<file path="src/rtl/biquad_mac_datapath.sv">
// Biquad IIR arithmetic datapath: sample/coefficient storage, one registered
// multiplier, one accumulator and a saturating output register. Sequencing
// comes entirely from the external filter controller (one sample per 7-cycle frame).
module biquad_mac_datapath #(
    parameter int DATA_W    = 16,
    parameter int COEF_W    = 16,
    parameter int FRAC_BITS = 14,
    parameter int ACC_W     = 40
) (
    input  logic                     clk,
    input  logic                     reset,
    input  logic signed [DATA_W-1:0] sample_in,
    input  logic                     in_valid,
    output logic                     in_ready,
    input  logic                     coef_wr_en,
    input  logic [2:0]               coef_wr_addr,
    input  logic signed [COEF_W-1:0] coef_wr_data,
    input  logic [1:0]               sel_x_y,
    input  logic [1:0]               x_mem_dir,
    input  logic [1:0]               y_mem_dir,
    input  logic [2:0]               coef_dir,
    input  logic                     mult_enable,
    input  logic                     acc_enable,
    input  logic                     acc_reset,
    input  logic                     output_reg_enable,
    output logic signed [DATA_W-1:0] y_out,
    output logic                     y_valid,
    output logic                     sat_flag,
    output logic                     underrun_flag
);

    localparam int PROD_W   = DATA_W + COEF_W;
    localparam int NUM_COEF = 5;

    localparam logic signed [COEF_W-1:0] COEF_ONE = COEF_W'(1 << FRAC_BITS);
    localparam logic signed [ACC_W-1:0]  Y_MAX    =
        {{(ACC_W-DATA_W+1){1'b0}}, {(DATA_W-1){1'b1}}};
    localparam logic signed [ACC_W-1:0]  Y_MIN    =
        {{(ACC_W-DATA_W+1){1'b1}}, {(DATA_W-1){1'b0}}};

    logic signed [ACC_W-1:0]  acc_q, acc_d;
    logic signed [PROD_W-1:0] prod_q, prod_d;
    logic signed [DATA_W-1:0] x0_q, x0_d;
    logic signed [DATA_W-1:0] xh1_q, xh1_d, xh2_q, xh2_d;
    logic signed [DATA_W-1:0] yh1_q, yh1_d, yh2_q, yh2_d;
    logic signed [DATA_W-1:0] y_out_q, y_out_d;
    logic                     y_valid_q, y_valid_d;
    logic                     sat_q, sat_d;
    logic                     underrun_q, underrun_d;
    logic signed [COEF_W-1:0] coef_q [NUM_COEF];
    logic signed [COEF_W-1:0] coef_d [NUM_COEF];

    logic signed [DATA_W-1:0] x_hist, y_hist, operand;
    logic signed [COEF_W-1:0] coef_rd;
    logic signed [ACC_W-1:0]  prod_ext, acc_sum, out_shift;
    logic signed [DATA_W-1:0] y_sat;
    logic                     clip_hi, clip_lo;

    // Operand and coefficient selection; undefined codes read zero
    always_comb begin
        x_hist = '0;
        case (x_mem_dir)
            2'd0:    x_hist = xh1_q;
            2'd1:    x_hist = xh2_q;
            default: x_hist = '0;
        endcase

        y_hist = '0;
        case (y_mem_dir)
            2'd0:    y_hist = yh1_q;
            2'd1:    y_hist = yh2_q;
            default: y_hist = '0;
        endcase

        operand = '0;
        case (sel_x_y)
            2'd0:    operand = x0_q;
            2'd1:    operand = x_hist;
            2'd2:    operand = y_hist;
            default: operand = '0;
        endcase

        coef_rd = '0;
        case (coef_dir)
            3'd0:    coef_rd = coef_q[0];
            3'd1:    coef_rd = coef_q[1];
            3'd2:    coef_rd = coef_q[2];
            3'd3:    coef_rd = coef_q[3];
            3'd4:    coef_rd = coef_q[4];
            default: coef_rd = '0;
        endcase
    end

    // Running sum and saturating requantisation of the finished frame
    always_comb begin
        prod_ext  = ACC_W'(prod_q);
        acc_sum   = acc_q + prod_ext;
        out_shift = acc_sum >>> FRAC_BITS;
        clip_hi   = out_shift > Y_MAX;
        clip_lo   = out_shift < Y_MIN;
        if (clip_hi) begin
            y_sat = Y_MAX[DATA_W-1:0];
        end else if (clip_lo) begin
            y_sat = Y_MIN[DATA_W-1:0];
        end else begin
            y_sat = out_shift[DATA_W-1:0];
        end
    end

    // Next-state for all datapath registers
    always_comb begin
        acc_d      = acc_q;
        prod_d     = prod_q;
        x0_d       = x0_q;
        xh1_d      = xh1_q;
        xh2_d      = xh2_q;
        yh1_d      = yh1_q;
        yh2_d      = yh2_q;
        y_out_d    = y_out_q;
        y_valid_d  = output_reg_enable;
        sat_d      = sat_q;
        underrun_d = underrun_q;

        for (int unsigned i = 0; i < NUM_COEF; i++) begin
            coef_d[i] = (coef_wr_en && coef_wr_addr == 3'(i)) ? coef_wr_data : coef_q[i];
        end

        if (mult_enable) begin
            prod_d = PROD_W'(operand) * PROD_W'(coef_rd);
        end

        if (acc_reset) begin
            acc_d = '0;
        end else if (acc_enable) begin
            acc_d = acc_sum;
        end

        if (acc_reset) begin
            if (in_valid) begin
                x0_d = sample_in;
            end else begin
                underrun_d = 1'b1;
            end
        end

        // History shift uses the pre-capture x0, so a coincident acc_reset
        // still finalises the old frame before the new sample lands.
        if (output_reg_enable) begin
            y_out_d = y_sat;
            yh1_d   = y_sat;
            yh2_d   = yh1_q;
            xh1_d   = x0_q;
            xh2_d   = xh1_q;
            if (clip_hi || clip_lo) begin
                sat_d = 1'b1;
            end
        end
    end

    // Register update; reset restores pass-through coefficients
    always_ff @(posedge clk) begin
        if (reset) begin
            acc_q      <= '0;
            prod_q     <= '0;
            x0_q       <= '0;
            xh1_q      <= '0;
            xh2_q      <= '0;
            yh1_q      <= '0;
            yh2_q      <= '0;
            y_out_q    <= '0;
            y_valid_q  <= 1'b0;
            sat_q      <= 1'b0;
            underrun_q <= 1'b0;
            for (int unsigned i = 0; i < NUM_COEF; i++) begin
                coef_q[i] <= (i == 0) ? COEF_ONE : '0;
            end
        end else begin
            acc_q      <= acc_d;
            prod_q     <= prod_d;
            x0_q       <= x0_d;
            xh1_q      <= xh1_d;
            xh2_q      <= xh2_d;
            yh1_q      <= yh1_d;
            yh2_q      <= yh2_d;
            y_out_q    <= y_out_d;
            y_valid_q  <= y_valid_d;
            sat_q      <= sat_d;
            underrun_q <= underrun_d;
            coef_q     <= coef_d;
        end
    end

    assign in_ready      = acc_reset;
    assign y_out         = y_out_q;
    assign y_valid       = y_valid_q;
    assign sat_flag      = sat_q;
    assign underrun_flag = underrun_q;

endmodule
</file>
<file path="config.mk">
export PLATFORM = sky130hd
export DESIGN_NAME = biquad_mac_datapath
export DESIGN_NICKNAME = d
export VERILOG_FILES = /design/src/rtl/biquad_mac_datapath.sv
export SDC_FILE = /design/constraint.sdc
export NUM_CORES = 1
export LEC_CHECK = 0
export CAP_MARGIN = 20
export CORE_MARGIN = 3
export CORE_UTILIZATION = 45
export CTS_BUF_LIST = sky130_fd_sc_hd__clkbuf_4 sky130_fd_sc_hd__clkbuf_8
export CTS_CLUSTER_DIAMETER = 80
export DETAILED_ROUTE_END_ITERATION = 8
export DONT_BUFFER_PORTS = 1
export HOLD_SLACK_MARGIN = 0.15
export RECOVER_POWER = 100
export SLEW_MARGIN = 20
export SYNTH_ARGS = -nofsm -noshare
export SYNTH_HDL_FRONTEND = slang
export SYNTH_SLANG_ARGS = --single-unit
</file>
<file path="constraint.sdc">
create_clock -name clk -period 13.2 [get_ports clk]
set_clock_uncertainty 0.2 [all_clocks]
set_input_delay 2.64 -clock clk [delete_from_list [all_inputs] [get_ports clk]]
set_output_delay 2.64 -clock clk [all_outputs]
set_load 0.01 [all_outputs]
</file>
# Yosys cells after proc, flatten, opt, wreduce, memory -nomap -nowiden
# Cells that the tools add are included.
totals:
  register_bits: 235
op_classes:
  add_sub_neg: 1
  mul: 1
  n_lt_le_gt_ge: 2
  eq_ne: 12
  muxes: 6
  bitwise: 1
  n_reduce_logical: 15
op_table:
  columns: ["op", "count"]
  rows:
  - ["$pmux 16 s5", 1]
  - ["$pmux 16 s2", 2]
  - ["$pmux 16 s3", 1]
  - ["$add 40x32->40", 1]
  - ["$mul 16x16->32", 1]
  - ["$mux 16", 2]
  - ["$gt 26x16->1 const B", 1]
  - ["$lt 26x16->1 const B", 1]
  - ["$eq 3x2->1 const B", 4]
  - ["$eq 2x1->1 const B", 3]
  - ["$eq 3x1->1 const B", 2]
  - ["$eq 3x3->1 const B", 2]
  - ["$logic_not 2->1", 3]
  - ["$logic_not 3->1", 2]
  - ["$reduce_and 2->1", 3]
  - ["$logic_and 1x1->1", 5]
  - ["$eq 2x2->1 const B", 1]
  - ["$reduce_or 2->1", 1]
  - ["$logic_or 1x1->1", 1]
  - ["$not 1->1", 1]

# Longest topological paths before layout
# Gate-level depths: netlist of the first run.
logic_depth:
  word_depth: 4
  mapped_depth: 31

# Worst setup path after synthesis of the first run
# No wires, ideal clock.
synth_path:
  path_type: "input-to-reg"
  startpoint: "input coef_dir[1]"
  endpoint: "register prod_q[30]"
  setup_time_ns: 0.141
  t_arrival_ns: 10.118
  path_slack_ns: 2.741
  cell_stages: 26
  path_buffers: 3
  cell_sequence: "clkbuf_1 > buf_1 > mux2i_1 > o21ai_0 > a221oi_1 > clkbuf_1 > nor2_1 > fa_1 > inv_1 > fa_1 > fa_1 > fa_1 > inv_1 > fa_1 > fa_1 > ha_1 > a21o_1 > a21o_1 > a21oi_1 > o21ai_0 > a221o_1 > a2111oi_0 > o41ai_1 > a31oi_1 > mux2i_1 > o21ai_0"
synth_via:
  elab_chain_len: 3
  word_cells_on_any_way: 7
  cone_classes: "1 x mul; 4 x eq/ne; 1 x mux; 1 x reduce/logical"
synth_lines:
  columns: ["element", "line", "source"]
  rows:
  - ["start: declaration", "21", "input logic [2:0] coef_dir,"]
  - ["$eq 3x3->1, or another cell as far along", "84", "case (coef_dir)"]
  - ["$pmux 16 s5 *", "84", null]
  - ["$mul 16x16->32 *", "129", "prod_d = PROD_W'(operand) * PROD_W'(coef_rd);"]
  - ["end signal: assignment", "179", "prod_q <= prod_d;"]
  - ["end: declaration", "42", "logic signed [PROD_W-1:0] prod_q, prod_d;"]
# Every way passes the cells marked *; elsewhere a longest branch is shown, timed or not.
# A chain may end at the register's enable or synchronous reset.

# Worst setup path in the final report of the first run
layout_path:
  startpoint: "input sel_x_y[0]"
  endpoint: "register prod_q[30]"
layout_via:
  elab_chain_len: 3
  word_cells_on_any_way: 5
  cone_classes: "1 x mul; 2 x eq/ne; 1 x mux; 1 x reduce/logical"
layout_lines:
  columns: ["element", "line", "source"]
  rows:
  - ["start: declaration", "18", "input logic [1:0] sel_x_y,"]
  - ["$eq 2x2->1, or another cell as far along", "76", "case (sel_x_y)"]
  - ["$pmux 16 s3 *", "76", null]
  - ["$mul 16x16->32 *", "129", null]
# Marks and branches as above.

==> results of run 1 <==
cells by family after synthesis:
group                    Yosys count  synth area share
buffers and inverters            476            0.0846
AND/OR/NAND/NOR                  842             0.164
XOR/XNOR                          57            0.0229
AO/OA/AOI/OAI                    435             0.136
adder cells (fa/ha/maj)          384             0.312
multiplexers                     138            0.0645
flip-flops                       235             0.216
Yosys cell counts, types with 16 or more instances:
master / number
fa_1: 264
ha_1: 120
clkbuf_1: 99
o21ai_0: 51
and2_1: 24
inv_1: 350
mux2i_1: 120
a211oi_1: 17
xor2_1: 18
a21o_1: 28
nor2_1: 307
nand3_1: 21
nand2_1: 375
nor3_1: 18
xnor2_1: 39
a21oi_1: 185
nor2b_1: 26
dfxtp_1: 235
o22a_1: 16
mux2_2: 18
power breakdown:
part / internal [mW] / leakage (nW) / switching [mW]
Combinational: 0.0441 / 7.95 / 0.0769
Sequential: 0.727 / 1.90 / 0.0193
Clock: 0.442 / 0.494 / 0.319
area by class of cell:
type,instances,area share
Sequential cell,235,0.204
Multi-Input combinational cell,1856,0.659
Inverter,352,0.0572
Tap cell,607,0.0329
Clock buffer,69,0.0382
Clock inverter,7,0.00309
Timing Repair Buffer,17,0.00537
per-layer routing:
metal | track usage | vias up | wire, um
met5 | 0 | - | 0
met2 | 0.420 | 451 | 30100
met1 | 0.325 | 8652 | 26400
li1 | - | 8203 | -
met3 | 0.0344 | 85 | 3100
met4 | 0.0646 | 0 | 1380
worst max-delay path by stage:
| stage | cells after the start | slack (ps) | startpoint | endpoint |
|---|---|---|---|---|
| global route | 21 | 1980 | sel_x_y[0] | prod_q[30] |
| finish | 23 | 2420 | sel_x_y[0] | prod_q[30] |
| floorplan | 26 | 2740 | coef_dir[1] | prod_q[30] |
| global placement | 23 | 2360 | sel_x_y[0] | prod_q[30] |
| detailed placement | 23 | 2320 | sel_x_y[0] | prod_q[30] |
| CTS | 23 | 2970 | sel_x_y[0] | prod_q[30] |
layout by cell type (no fill, tap or decap), drive strengths merged, types with 22 or more instances in the layout:
cell,instances
a21o,29
a21oi,189
and2,25
clkbuf,70
dfxtp,235
fa,264
ha,120
inv,350
mux2i,120
nand2,375
nand3,22
nor2,307
nor2b,26
o21ai,54
xnor2,39
through the flow:
step / hold WS (ps) / util / cell area [sq um]
6_report: 253 / 0.490 / 23100
2_1_floorplan: 236 / - / 21800
3_5_place_dp: 248 / 0.471 / 22200
5_1_grt: 278 / 0.490 / 23100
4_1_cts: 256 / 0.491 / 23100
3_3_place_gp: 241 / 0.471 / 22200
sequential cells by signal (all words and copies together), names as in the netlist:
signal and count:
prod_q 32, underrun_flag 1, x0_q 16, xh2_q 16, yh2_q 16, y_valid 1, coef_q 80, xh1_q 16
y_out 16, sat_flag 1, acc_q 40
worst min-delay path: stages, from the launching register on:
cell	delay, ps
dfxtp_1	310
nand2_1	50
a21oi_1	50
==> flow_summary.toml, run 1 <==
[setup_path]
cp_slowest_stage_delay_ps = 1100
critPathTopFamily = "adder cells"
worstPathCellList = "nor2b_1 -> a21oi_1 -> o22a_1 -> or2_2 -> fa_1 -> fa_1 -> fa_1 -> inv_1 -> fa_1 -> fa_1 -> inv_1 -> fa_1 -> inv_1 -> ha_1 -> a21o_1 -> a21oi_1 -> o21ai_0 -> a221o_1 -> a2111oi_0 -> o41ai_1 -> a31oi_1 -> mux2i_1 -> o21ai_0"
r2r-end = "prod_q[30]"
worstPathRequired_ps = 13470
r2r_cells = 23
reg2reg_slack_ps = 5080
crit_arrival_ps = 11050
cp-end-kind = "flip-flop"
path_buf_inv = 3
cp_slowest_cell = "nor2b_1"
crit_top_cell = "fa_1"
worst_r2r_startpoint = "xh1_q[10]"
cp_max_fo = 18
setup.worst_path.class = "primary input to flip-flop"
cp-start-kind = "primary input"

[grt]
antenna_found_initial = 0
grt_overflow = 0
grt_pass1_wl_um = 98300
grt_pass1_vias = 17800
gr-usage-all-layers = 0.245
grt_start_max_net_pins = 186

[synthesis]
synth_fp_nets = 3003
synthCells = 2567
yosysSeqAreaShare = 0.216
syn_area_per_cell_sq_um = 8.48
synth.area.top_cells = "fa_1, dfxtp_1, ha_1"
ys_types = 86
ys_ff_latch = 235
netlist_area_sq_mm = 0.0218
synth_edf_count = 0
netlist.area_leader.share = 0.243
ys.flop_type = "dfxtp_1"
synth_top_area_cell = "fa_1"
async_flop_share = 0
ys_warn_count = 0

[cts]
cts_tree = "yes"
post_cts_resized = 0
ctsHoldBuffers = 0
path_clk_slew_ps = 60
cts_buffers = 44
cts.sinks = 235
insertion_delay_ps = 590
clockRootBuffer = "clkbuf_8"
h-tree-depth = 2
cts_setup_buffers = 0
clock_path_buffers = 3

[worst_hold_path]
min_from = "coef_q[22]"
hp-class = "flip-flop to flip-flop"
hold_path_end = "coef_q[22]"
hold_depth = 2

[cells_and_area]
drive_above_1_share = 0.0627
diodes = 0
final_cells = 3143
area_delta_synth_final_pct = 6.07
regArea_sq_mm = 0.00470
nFillCells = 4498
fin_nets = 2942
multiInputGateArea_sq_mm = 0.0152

[floorplanning]
ios = 72
placementRows = 79
dieArea_sq_mm = 0.0510
core-area_sq_mm = 0.0471
die_x_um = 226
die_h_um = 226
start_util = 0.462

[sta]
period_share = 0.817
slew_headroom = -0.553
worst_slack_ps = 2420
worstMarginPinSlew_ps = 2330
hold_viol_final = 0
rsz0062_at_grt = "false"
setup_viol = 0
layout_min_cycle_time_ps = 10780
slew_violations = 48
max_freq_ghz = 0.0928
tns_ps = 0

[route]
first_iter_violations = 1138
drcViolationCount = 0
via_per_inst = 5.53
wl_per_cell_um = 19.4
ant_nets = 0
via_count = 17400
routed_wl_um = 61000
first_pass_iters = 7

[power_and_ir_drop]
totalPowerFinal_mw = 1.63
powerDensity_mw_per_mm2 = 70.5
ir_worst_vdd_mv = 0.0755
leakagePower_nw = 10.3

[status]
violations = "capacitance limit, slew limit"
outcome = "finished, violations left"

[place]
pre_cts_ws_ps = 2320
port-buffer-count = 0
place_hpwl_um = 47200
place_congestion = 0.898
dp_cells = 3066

[flow_run]
drv_cap = 2
Note: power is estimated with default switching activity, not from simulation.
==> run 2: changes to the inputs <==
==> constraint.sdc (replaced) <==
create_clock -name clk -period 9.4 [get_ports clk]
set_clock_uncertainty 0.2 [all_clocks]
set_input_delay 1.88 -clock clk [delete_from_list [all_inputs] [get_ports clk]]
set_output_delay 1.88 -clock clk [all_outputs]
set_load 0.01 [all_outputs]
==> run 2 against run 1 <==
  * The flow still finishes with violations (capacitance limit, slew limit)
  * Clock power grew 30%
  * Worst hold slack lost 0.61 ps
  * Largest cell class unchanged
  * Largest power group is now sequential cells
  * Critical path type unchanged
  * Global-route usage shrank 1.0 points
  * Critical endpoint unchanged
  * Sequential power grew 41%
==> flow_summary.toml, run 2 (synthesized netlist as in run 1, its figures left out) <==
[power_and_ir_drop]
p_comb_frac = 0.080
seqPwrFrac = 0.473
pwr-share-clk = 0.447
p_int_mw = 1.64
power.switching_mw = 0.566
leakagePower_nw = 10.6
powerDensity_mw_per_mm2 = 94.2
power_switching_share = 0.256
ir_worst_vdd_mv = 0.116

[place]
place_congestion = 0.909
pre_cts_ws_ps = 13.1
port-buffer-count = 0
place_hpwl_um = 47300

[route]
drcViolationCount = 0
routed_wl_um = 58300
first_iter_violations = 995
via_count = 17300
first_pass_iters = 5
ant_nets = 0
wl_per_cell_um = 18.2
via_per_inst = 5.42

[setup_path]
cp_slowest_stage_delay_ps = 730
cp-start-kind = "primary input"
crit_arrival_ps = 9100
path_buf_inv = 4
cp_max_fo = 15
crit_top_cell = "fa_1"
critPathTopFamily = "adder cells"
worstPathRequired_ps = 9680
cp_slowest_cell = "a221oi_2"
setup.worst_path.class = "primary input to flip-flop"
cp-end-kind = "flip-flop"

[cells_and_area]
final_cell_mix = "nand2_1, inv_1, nor2_1"
regArea_sq_mm = 0.00470
multiInputGateArea_sq_mm = 0.0152
drive_above_1_share = 0.0803
diodes = 0
top_register = "coef_q"
fin_nets = 3001
top_regs = "coef_q (80), acc_q (40), prod_q (32)"
largest_register_ffs = 80
nFillCells = 4493
area_delta_synth_final_pct = 7.71
layout_commonest_cell = "nand2_1"

[sta]
max_freq_ghz = 0.113
hold_viol_final = 0
slew_headroom = -0.474
layout_min_cycle_time_ps = 8830
setup_viol = 0
tns_ps = 0
period_share = 0.939
worstMarginPinSlew_ps = 2210
worst_slack_ps = 573
rsz0062_at_grt = "false"
slew_violations = 48

[floorplanning]
ios = 72
start_util = 0.462
dieArea_sq_mm = 0.0510
placementRows = 79
core-area_sq_mm = 0.0471
die_x_um = 226
die_h_um = 226

[cts]
insertion_delay_ps = 600
ctsHoldBuffers = 0
post_cts_resized = 0
cts.sinks = 235
clock_path_buffers = 3
cts_tree = "yes"
clockRootBuffer = "clkbuf_8"
h-tree-depth = 2
cts_setup_buffers = 0
path_clk_slew_ps = 60
cts_buffers = 43

[grt]
grtUsageMet1 = 0.313
use_met3 = 0.0399
grt_pass1_vias = 17300
grt_start_max_net_pins = 186
gr-usage-all-layers = 0.234
grt_use_met2 = 0.396
busiest_layer = "met2"
grt_overflow = 0
grt_pass1_wl_um = 94300
antenna_found_initial = 0

[status]
outcome = "finished, violations left"
violations = "capacitance limit, slew limit"

[flow_run]
drv_cap = 2

[worst_hold_path]
hp-class = "flip-flop to flip-flop"
-- run 2: cell types whose count changed in the layout (fill, tap and decap cells not counted), sizes merged --
| cell | delta |
|---|---|
| clkinvlp | +2 |
| buf | +60 |
| clkinv | +1 |
| clkbuf | -9 |
-- run 2: through the flow --
| stage | hold WS (ps) | utilization | area, sq um | power (mW) | std cells |
|---|---|---|---|---|---|
| final | 252 | 0.497 | 23400 | 2.21 | 3197 |
| after global routing | 270 | 0.497 | 23400 | 2.31 | 3197 |
| after CTS | 253 | 0.499 | 23500 | 2.24 | 3195 |
| after detailed placement | 245 | 0.481 | 22700 | 1.25 | 3125 |
| after global placement | 240 | 0.481 | 22700 | 1.24 | 3125 |
| after floorplan | 236 | - | 21800 | 1.21 | 2567 |
-- run 2: worst register-to-register path: cells and delay by family (launching register included) --
kind / cells / cell delay [ps]
compound gates: 10 / 2710
mux: 2 / 360
flops: 1 / 310
buf+inv: 6 / 690
simple gates: 1 / 70
fa+ha+maj: 7 / 3240
-- run 2: final timing paths --
check | start | end | slack, ps | cells after the start
hold reg to reg | coef_q[49] | coef_q[49] | 250 | 2
hold / removal | coef_q[49] | coef_q[49] | 250 | 2
setup / recovery | coef_dir[2] | prod_q[30] | 570 | 26
setup reg to reg | coef_q[21] | prod_q[30] | 1720 | 26
-- run 2: layer usage --
| layer | part of all wire | wire length (um) | vias up |
|---|---|---|---|
| li1 | - | - | 8300 |
| met1 | 0.44 | 25500 | 8490 |
| met2 | 0.48 | 28200 | 443 |
| met3 | 0.057 | 3310 | 80 |
| met4 | 0.023 | 1320 | 0 |
| met5 | 0 | 0 | - |
-- run 2: final cells by class --
class,instances,area share
timing repair buffer,77,0.0261
clock buffer,60,0.0328
inverter,352,0.0564
tap,607,0.0324
clock inverter,10,0.00374
multi-input combinational,1856,0.648
sequential,235,0.201
-- run 2: power groups by stage --
stage          combinational [mW]  sequential, mW  clock (mW)
2_1_floorplan               0.152            1.06           0
3_3_place_gp                0.176            1.07           0
3_5_place_dp                0.179            1.07           0
4_1_cts                     0.180            1.05        1.02
5_1_grt                     0.195            1.05        1.06
6_report                    0.176            1.05       0.987
==> run 3: changes to the inputs <==
==> constraint.sdc (replaced) <==
create_clock -name clk -period 10.5 [get_ports clk]
set_clock_uncertainty 0.2 [all_clocks]
set_input_delay 2.1 -clock clk [delete_from_list [all_inputs] [get_ports clk]]
set_output_delay 2.1 -clock clk [all_outputs]
set_load 0.01 [all_outputs]
==> run 3 against run 2 <==
  * The flow still finishes with violations (capacitance limit, slew limit)
  * Worst hold slack gained 1.5 ps
  * Count of clock-buffer cells in the layout grew 2
  * Core utilization shrank 0.59 points
  * Via count shrank 0.83%
  * Critical path type unchanged
==> flow_summary.toml, run 3 (synthesized netlist as in run 1, its figures left out) <==
[route]
ant_nets = 0
wl_per_cell_um = 18.6
via_per_inst = 5.43
routed_wl_um = 58700
via_count = 17200
drcViolationCount = 0
first_pass_iters = 5
first_iter_violations = 1107

[worst_hold_path]
hp-class = "flip-flop to flip-flop"
hold_depth = 2

[place]
port-buffer-count = 0
place_congestion = 0.908
place_hpwl_um = 46600
dp_cells = 3091
pre_cts_ws_ps = 522

[cells_and_area]
area_delta_synth_final_pct = 6.43
regArea_sq_mm = 0.00470
final_cells = 3163
largest_register_ffs = 80
final_cell_mix = "nand2_1, inv_1, nor2_1"
nFillCells = 4590
layout_commonest_cell = "nand2_1"
multiInputGateArea_sq_mm = 0.0152
top_regs = "coef_q (80), acc_q (40), prod_q (32)"
diodes = 0
top_register = "coef_q"
fin_nets = 2965
drive_above_1_share = 0.0689

[setup_path]
cp-end-kind = "flip-flop"
crit_arrival_ps = 9840
cp_max_fo = 16
cp-start-kind = "primary input"
setup.worst_path.class = "primary input to flip-flop"
r2r_cells = 24
worstPathRequired_ps = 10790

[sta]
worst_slack_ps = 950
hold_viol_final = 0
max_freq_ghz = 0.105
rsz0062_at_grt = "false"
tns_ps = 0
period_share = 0.910
slew_headroom = -0.470
setup_viol = 0
hold_slack_ps = 253
layout_min_cycle_time_ps = 9550
worstMarginPinSlew_ps = 2200
slew_violations = 48

[grt]
gr-usage-all-layers = 0.236
grt_pass1_vias = 17200
grt_start_max_net_pins = 186
antenna_found_initial = 0
grt_pass1_wl_um = 94300
grt_overflow = 0

[cts]
clock_path_buffers = 3
insertion_delay_ps = 610
cts_buffers = 43
post_cts_resized = 0
cts_setup_buffers = 0
ctsHoldBuffers = 0
cts.sinks = 235
h-tree-depth = 2
clockRootBuffer = "clkbuf_8"
path_clk_slew_ps = 60
cts_tree = "yes"

[floorplanning]
ios = 72
start_util = 0.462
die_x_um = 226
dieArea_sq_mm = 0.0510
placementRows = 79
die_h_um = 226
core-area_sq_mm = 0.0471

[power_and_ir_drop]
ir_worst_vdd_mv = 0.114
leakagePower_nw = 10.4
powerDensity_mw_per_mm2 = 86.0
totalPowerFinal_mw = 1.99

[flow_run]
drv_cap = 2

[status]
violations = "capacitance limit, slew limit"
outcome = "finished, violations left"
==> run 3: final timing paths <==
| check | end | slack [ps] | from |
|---|---|---|---|
| worst max-delay path | prod_q[30] | 950 | coef_dir[2] |
| worst min-delay path | coef_q[19] | 250 | coef_q[19] |
| worst max register to register | prod_q[30] | 2510 | coef_q[18] |
| worst min register to register | coef_q[19] | 250 | coef_q[19] |
==> run 3: per-layer routing <==
metal	part of all wire	wire (um)	vias up	global-route usage
met1	0.44	25900	8410	0.318
met4	0.029	1720	0	0.0718
met3	0.053	3100	95	0.0364
li1	-	-	8228	-
met5	0	0	-	0
met2	0.48	28000	437	0.391
==> run 3: per-stage QoR <==
step	util	area, sq um
2_1_floorplan	-	21800
3_3_place_gp	0.474	22400
3_5_place_dp	0.474	22400
4_1_cts	0.493	23200
5_1_grt	0.491	23200
6_report	0.491	23200
==> run 3: power breakdown <==
group | switching (mW) | leakage (nW) | internal (mW)
clock network | 0.395 | 0.455 | 0.508
logic | 0.0954 | 8.07 | 0.0580
registers | 0.0232 | 1.90 | 0.913
==> run 3: final cells by class <==
type | instances | area share
clock inverters | 10 | 0.00384
repair buffers | 41 | 0.0129
flip-flops and latches | 235 | 0.203
clock buffers | 62 | 0.0341
well taps | 607 | 0.0328
multi-input cells | 1856 | 0.656
inverters | 352 | 0.0570
==> run 3: worst max-delay path: stages <==
cell and delay [ps]:
nor3_2 620, clkbuf_1 570, a221oi_2 160, clkbuf_2 320, nor2_1 230, fa_1 440, inv_1 80, fa_1 430
fa_1 500, fa_1 550, inv_1 50, fa_1 490, fa_1 420, ha_1 370, a21o_1 220, a21o_1 170
a21oi_1 160, o21ai_0 120, a221o_1 480, a2111oi_0 600, o41ai_1 220, a31oi_1 230, mux2i_1 190, o21ai_0 90
